===== src/rtl/load_unit_ctrl_pkg.sv =====
// Shared definitions for the RV32I load sequencer: funct3 encodings,
// FSM state type and small decode helpers.
package load_pkg;

  localparam logic [2:0] F3_LB  = 3'b000;
  localparam logic [2:0] F3_LH  = 3'b001;
  localparam logic [2:0] F3_LW  = 3'b010;
  localparam logic [2:0] F3_LBU = 3'b100;
  localparam logic [2:0] F3_LHU = 3'b101;

  typedef enum logic [1:0] {
    IDLE = 2'd0,
    ACC0 = 2'd1,
    ACC1 = 2'd2,
    RESP = 2'd3
  } state_t;

  // True for the five load encodings this unit implements.
  function automatic logic f3_legal(input logic [2:0] f3);
    return (f3 == F3_LB) || (f3 == F3_LH) || (f3 == F3_LW) ||
           (f3 == F3_LBU) || (f3 == F3_LHU);
  endfunction

  // True when the access spills past the end of its aligned word.
  // A halfword at offset 1 still fits in the word.
  function automatic logic is_cross(input logic [2:0] f3, input logic [1:0] off);
    return (((f3 == F3_LH) || (f3 == F3_LHU)) && (off == 2'd3)) ||
           ((f3 == F3_LW) && (off != 2'd0));
  endfunction

endpackage


===== src/rtl/load_unit_ctrl_extend.sv =====
// load_extend: combinational byte/halfword/word select and extension.
// {hi,lo} is the little-endian pair of words covering the access; off is
// the byte offset of the access inside lo.
module load_extend
  import load_pkg::*;
#(
  parameter int XLEN = 32
) (
  input  logic [XLEN-1:0] hi,
  input  logic [XLEN-1:0] lo,
  input  logic [1:0]      off,
  input  logic [2:0]      funct3,
  output logic [XLEN-1:0] result
);

  logic [2*XLEN-1:0] pair;
  logic [XLEN-1:0]   sh;

  assign pair = {hi, lo};

  // Shift the addressed bytes down to bit 0, then extend by load type.
  always_comb begin
    sh     = pair[{off, 3'b000} +: XLEN];
    result = '0;
    case (funct3)
      F3_LB:   result = {{(XLEN-8){sh[7]}}, sh[7:0]};
      F3_LBU:  result = {{(XLEN-8){1'b0}}, sh[7:0]};
      F3_LH:   result = {{(XLEN-16){sh[15]}}, sh[15:0]};
      F3_LHU:  result = {{(XLEN-16){1'b0}}, sh[15:0]};
      F3_LW:   result = sh;
      default: result = '0;
    endcase
  end

endmodule


===== src/rtl/load_unit_ctrl.sv =====
// load_unit_ctrl: sequences one RV32I load at a time from execute to data
// memory and returns the extended result with its destination register.
// Build option MISALIGN_SPLIT_EN: when defined, word-crossing loads are
// served with two aligned reads; otherwise they fault without a memory read.
module load_unit_ctrl
  import load_pkg::*;
#(
  parameter int XLEN   = 32,
  parameter int ADDR_W = 32
) (
  input  logic              clk,
  input  logic              rst,
  input  logic              req_valid,
  output logic              req_ready,
  input  logic [ADDR_W-1:0] req_addr,
  input  logic [2:0]        req_funct3,
  input  logic [4:0]        req_rd,
  output logic              mem_req,
  output logic [ADDR_W-1:0] mem_addr,
  input  logic              mem_ack,
  input  logic [XLEN-1:0]   mem_rdata,
  output logic              resp_valid,
  input  logic              resp_ready,
  output logic [XLEN-1:0]   resp_data,
  output logic [4:0]        resp_rd,
  output logic              resp_fault
);

  state_t            state_reg, state_next;
  logic [ADDR_W-3:0] word_reg;
  logic [1:0]        off_reg;
  logic [2:0]        funct3_reg;
  logic              accept;
  logic              req_bad;
  logic [XLEN-1:0]   ext_hi, ext_lo, ext_result;

  assign accept = req_valid && (state_reg == IDLE);

`ifdef MISALIGN_SPLIT_EN
  localparam logic [ADDR_W-3:0] WORD_ONE = 1;
  logic [XLEN-1:0] lo_reg;
  logic            cur_cross;

  assign cur_cross = is_cross(funct3_reg, off_reg);
  assign req_bad   = !f3_legal(req_funct3);
  // First word comes live from memory in ACC0, from lo_reg in ACC1.
  assign ext_lo    = (state_reg == ACC0) ? mem_rdata : lo_reg;
  assign ext_hi    = (state_reg == ACC1) ? mem_rdata : '0;
`else
  assign req_bad   = !f3_legal(req_funct3) || is_cross(req_funct3, req_addr[1:0]);
  assign ext_lo    = mem_rdata;
  assign ext_hi    = '0;
`endif

  load_extend #(.XLEN(XLEN)) u_extend (
    .hi     (ext_hi),
    .lo     (ext_lo),
    .off    (off_reg),
    .funct3 (funct3_reg),
    .result (ext_result)
  );

  // State register; async reset drops mem_req immediately via the state.
  always_ff @(posedge clk or posedge rst) begin
    if (rst) state_reg <= IDLE;
    else     state_reg <= state_next;
  end

  // Next-state and handshake outputs.
  always_comb begin
    state_next = state_reg;
    req_ready  = 1'b0;
    mem_req    = 1'b0;
    case (state_reg)
      IDLE: begin
        req_ready = 1'b1;
        if (req_valid) state_next = req_bad ? RESP : ACC0;
      end
      ACC0: begin
        mem_req = 1'b1;
        if (mem_ack) begin
`ifdef MISALIGN_SPLIT_EN
          state_next = cur_cross ? ACC1 : RESP;
`else
          state_next = RESP;
`endif
        end
      end
`ifdef MISALIGN_SPLIT_EN
      ACC1: begin
        mem_req = 1'b1;
        if (mem_ack) state_next = RESP;
      end
`endif
      RESP: begin
        if (resp_ready) state_next = IDLE;
      end
      default: state_next = IDLE;
    endcase
  end

  // Read address: aligned base in ACC0, next word (wrapping) in ACC1.
  always_comb begin
    mem_addr = {word_reg, 2'b00};
`ifdef MISALIGN_SPLIT_EN
    if (state_reg == ACC1) mem_addr = {word_reg + WORD_ONE, 2'b00};
`endif
  end

  assign resp_valid = (state_reg == RESP);

  // Capture request fields and build the response as data returns.
  always_ff @(posedge clk or posedge rst) begin
    if (rst) begin
      word_reg   <= '0;
      off_reg    <= '0;
      funct3_reg <= '0;
      resp_rd    <= '0;
      resp_data  <= '0;
      resp_fault <= 1'b0;
`ifdef MISALIGN_SPLIT_EN
      lo_reg     <= '0;
`endif
    end else begin
      if (accept) begin
        word_reg   <= req_addr[ADDR_W-1:2];
        off_reg    <= req_addr[1:0];
        funct3_reg <= req_funct3;
        resp_rd    <= req_rd;
        resp_fault <= req_bad;
        if (req_bad) resp_data <= '0;
      end
      if ((state_reg == ACC0) && mem_ack) begin
`ifdef MISALIGN_SPLIT_EN
        lo_reg <= mem_rdata;
        if (!cur_cross) resp_data <= ext_result;
`else
        resp_data <= ext_result;
`endif
      end
`ifdef MISALIGN_SPLIT_EN
      if ((state_reg == ACC1) && mem_ack) resp_data <= ext_result;
`endif
    end
  end

endmodule


===== config.mk =====
export PLATFORM = sky130hd
export DESIGN_NAME = load_unit_ctrl
export DESIGN_NICKNAME = d
export VERILOG_FILES = /design/src/rtl/load_unit_ctrl_pkg.sv /design/src/rtl/load_unit_ctrl_extend.sv /design/src/rtl/load_unit_ctrl.sv
export SDC_FILE = /design/constraint.sdc
export NUM_CORES = 1
export LEC_CHECK = 0
export ABC_CLOCK_PERIOD_IN_PS = 2300
export CAP_MARGIN = 5
export CORE_ASPECT_RATIO = 1.2
export CORE_MARGIN = 3
export CORE_UTILIZATION = 40
export CTS_BUF_LIST = sky130_fd_sc_hd__clkbuf_4
export DETAILED_ROUTE_END_ITERATION = 8
export PLACE_DENSITY_LB_ADDON = 0.12
export SLEW_MARGIN = 5
export SYNTH_ARGS = -nofsm -noshare
export SYNTH_HDL_FRONTEND = slang
export SYNTH_SLANG_ARGS = --single-unit
export TNS_END_PERCENT = 30

===== constraint.sdc =====
create_clock -name clk -period 2.3 [get_ports clk]
set_input_delay 0.46 -clock clk [delete_from_list [all_inputs] [get_ports clk]]
set_output_delay 0.46 -clock clk [all_outputs]
set_load 0.01 [all_outputs]

## Word level (Yosys, flattened, before mapping)

Index checks and enable logic that the tools add are counted.

| operators by class | value |
|---|---|
| multiplexer cells | 11 |
| equal/unequal tests | 14 |
| reduce and logical (&&, ||, !) cells | 20 |
| shifts and indexed selects | 1 |

Operators by type and width:

| cell | number |
|---|---|
| $pmux W32 S5 | 1 |
| $mux W32 | 3 |
| $shiftx A64 B6 Y32 | 1 |
| $eq A3 B3 Y1 const B | 4 |
| $mux W2 | 4 |
| $logic_or A1 B1 Y1 | 7 |
| $eq A3 B1 Y1 const B | 2 |
| $eq A3 B2 Y1 const B | 2 |
| $logic_not A3 Y1 | 2 |
| $pmux W2 S3 | 1 |
| $reduce_bool A2 Y1 | 3 |
| $eq A2 B2 Y1 const B | 2 |
| $logic_and A1 B1 Y1 | 4 |
| $ne A2 B2 Y1 const B | 2 |
| $reduce_and A3 Y1 | 1 |
| $eq A2 B1 Y1 const B | 1 |
| $logic_not A2 Y1 | 1 |
| $mux W1 | 2 |
| $ne A2 B1 Y1 const B | 1 |
| $reduce_and A2 Y1 | 1 |
| $logic_not A1 Y1 | 1 |

| storage, ports and cells | value |
|---|---|
| register bits | 75 |
| word-level logic and storage cells | 53 |

## Longest topological paths before layout

| depth | value |
|---|---|
| depth after elaboration | 10 |
| gate-level depth with buffers | 6 |
| depth with buffers taken out | 3 |

## Modules after synthesis

From an unflattened synthesis, not the netlist that was laid out.

| unflattened totals | value |
|---|---|
| cell total of the unflattened synthesis | 447 |
| area, all modules | 4160.2 sq um |

Modules (own cells, without submodules):

| module | times used | area each (sq um) | sequential area each (sq um) | cells an instance |
|---|---|---|---|---|
| load_unit_ctrl | 1 | 2956.6 | 1876.8 | 330 |
| load_extend | 1 | 1203.7 | 0.0 | 117 |

## Least setup slack after synthesis

OpenSTA, ideal clock, no wires.

| timing | value |
|---|---|
| kind | input to register |
| from | input req_valid |
| to | register resp_data[8] |
| stages on the path | 6 |
| slack | 0.381 ns |
| arrival | 1.793 ns |
| data required time | 2.174 ns |
| path through | or3b_1 -> buf_6 -> o31a_1 -> buf_6 -> buf_6 -> a221o_1 |

| on the way | value |
|---|---|
| cells in the longest elaborated chain, start to end | 3 |

RTL lines:

| item | RTL line | text |
|---|---|---|
| start: declaration | load_unit_ctrl.sv:13 | `input logic req_valid,` |
| $logic_and A1 B1 Y1 | load_unit_ctrl.sv:37 | `assign accept = req_valid && (state_reg == IDLE);` |
| $reduce_bool A2 Y1 (no line) | - |  |
| $reduce_and A2 Y1 (no line) | - |  |
| end signal: assignment | load_unit_ctrl.sv:138 | `resp_data <= ext_result;` |
| end: declaration | load_unit_ctrl.sv:24 | `output logic [XLEN-1:0] resp_data,` |

Every way passes these cells.
A chain may end at the register's enable or synchronous reset.

## Final worst setup path

| timing | value |
|---|---|
| from | register state_reg[1] |
| to | output resp_valid |

| on the way | value |
|---|---|
| cells in the longest elaborated chain, start to end | 1 |

RTL lines:

| item | RTL line | text |
|---|---|---|
| start: declaration | load_unit_ctrl.sv:29 | `state_t state_reg, state_next;` |
| start signal: assignment | load_unit_ctrl.sv:66 | `else state_reg <= state_next;` |
| $eq A2 B2 Y1 | load_unit_ctrl.sv:110 | `assign resp_valid = (state_reg == RESP);` |
| end: declaration | load_unit_ctrl.sv:22 | `output logic resp_valid,` |

Every way passes these cells.

==> qor.yml <==
critical_path:
  crit_arrival_ps: 1560
  crit_fanout: 8
  endpoint_kind: "primary output"
  cp_cell_sequence: "nand2_1 > inv_1 > clkdlybuf4s50_1"
  slowest_delay_ps: 520
  critPathKind: "reg2out"
  cpMaxStageDelayCell: "clkdlybuf4s50_1"
  crit_required_ps: 1840
  cp-start-kind: "register"
floorplanning:
  die-area_mm2: 0.0101
  core_area_mm2: 0.00861
  fp.dieH_um: 109
  io-pin-count: 150
  start_util: 0.414
  dieWidth_um: 92.2
  rows: 37
routing:
  drc_errors: 0
  wire_per_inst_um: 17.2
  dr.pass1.iters: 4
  vias: 2830
  dr.first_iter.drc_count: 100
  ant_nets: 0
  wl_um: 9320
  viasPerCell: 5.23
synthesis:
  yosys_register_bits: 75
  yosysWarnings: 0
  synth_top_area_cell: "dfrtp_1"
  postSynthCellCount: 270
  synth.distinct_cells: 36
  synth_edf_count: 0
  synth_top_area_share: 0.527
  synth-main-ff-cell: "dfrtp_1"
  syn_area_mm2: 0.00356
  syn_avg_cell_area_um2: 13.2
  synthArstFlopShare: 1.00
  yosys-top-cells-area: "dfrtp_1 (53%), mux2_2 (15%), mux4_2 (5.7%)"
  yosysSeqAreaShare: 0.527
final_layout:
  most-common-layout-cells: "clkdlybuf4s50_1 (147), dfrtp_1 (75), mux2_2 (48), inv_1 (18)"
  num_antenna_cells: 0
  utilization: 0.616
  largest_reg_flops: 32
  design_area_mm2: 0.00531
  final_common_cell: "clkdlybuf4s50_1"
  final_cells: 541
  finalNetCount: 497
  area_growth_pct: 48.9
  drive_gt1_frac: 0.215
status:
  status: "completed"
placed_design:
  placed_cells: 526
  place.gp.congestion: 0.840
  portBuffers: 147
  post-dp-hpwl_um: 7150
  dp_slack_ps: -85.8
  dpl_cell_area_mm2: 0.00520
timing:
  maxSlewViolCount: 0
  hold_ws_ps: 419
  setup_ws_ps: 281
  finalHoldViolCount: 0
  worstMarginPinSlew_ps: 876
  rsz0062_at_grt: "no"
  fmaxAchievable_ghz: 0.495
  fin_skew_ps: 11.0
  final.setup.tns_ps: 0
  period_share: 0.878
  relSlewSlack: 0.415
  period_minus_slack_ps: 2020
  setup-violations-final: 0
global_route:
  grt_pass1_wl_um: 15300
  grt_pass1_vias: 2995
  grt.overflow.total: 0
  antenna_found_initial: 0
  grt_max_degree: 43
  gr-usage-all-layers: 0.195
clocking:
  clockBufferDepth: 2
  hold_buffers: 0
  clk_pin_slew_ps: 120
  h-tree-depth: 3
  post_cts_buffers: 0
  ctsRootBufferMaster: "clkbuf_4"
  clk_latency_ps: 410
  cts_made_buffers: 9
  tritoncts: "done"
  cts.sinks: 75
  ctsResizeCount: 0
job:
  drv_cap: 0
pwr:
  power.density_mw_per_mm2: 1200
  power_mw: 6.39
  leakage_nw: 2.18
  irDropWorstVdd_v: 0.000551
min_path:
  hold_path.class: "in2async"
-- worst max-delay path: cells and delay by family, from the launching register on --
family,cells,cell delay [ps]
flip-flops,1,470
buffers and inverters,2,580
AND/OR/NAND/NOR,1,90
-- layer usage --
| metal | global-route usage | part of all wire |
|---|---|---|
| met2 | 0.315 | 0.49 |
| met1 | 0.234 | 0.39 |
| met4 | 0.0711 | 0.018 |
| met5 | 0 | 0 |
| met3 | 0.0815 | 0.10 |
-- power breakdown --
part	internal, mW	switching [mW]
logic	2.02	1.40
registers	1.90	0.377
clock network	0.249	0.443
total	4.17	2.22
-- worst paths after layout --
kind | startpoint | end | slack (ps) | cells past startpoint
min reg2reg | resp_fault$_DFFE_PP0P_ | resp_fault$_DFFE_PP0P_ | 510 | 2
max in group asynchronous | rst | resp_data[18]$_DFFE_PP0P_ | 1290 | 3
min | rst | resp_rd[4]$_DFFE_PP0P_ | 420 | 2
min in group clk | resp_fault$_DFFE_PP0P_ | resp_fault$_DFFE_PP0P_ | 510 | 2
max | state_reg[1]$_DFFE_PP0P_ | resp_valid | 280 | 3
max reg2reg | state_reg[1]$_DFFE_PP0P_ | resp_data[4]$_DFFE_PP0P_ | 360 | 4
-- cell families (layout without fill, tap and decap cells) --
kind of cell / after synthesis / in the layout / synth area share
other: 1 / 2 / 0.00105
muxes: 65 / 65 / 0.231
and+or+nand+nor: 35 / 35 / 0.0618
AOI/OAI and AO/OA: 51 / 51 / 0.124
buffers and inverters: 43 / 196 / 0.0555
DFF: 75 / 75 / 0.527
-- layout make-up --
class                           instances  area, um2
Inverter                               19       75.1
Sequential cell                        75       1880
Clock buffer                           12       90.1
Multi-Input combinational cell        153       1490
Tap cell                              117        146
Clock inverter                          3       16.3
Timing Repair Buffer                  162       1610
Fill cell                             760       3300
-- Yosys cell counts, drive strengths merged (3+ instances only) --
cell	count
a21oi	3
o221ai	16
nand3b	3
clkbuf	12
mux2	48
dfrtp	75
nand4	16
inv	19
o2bb2ai	7
mux4	9
nor2	4
buf	12
mux2i	8
a22o	8
a221o	8
nor2b	3
Note: power is estimated with default switching activity, not from simulation.
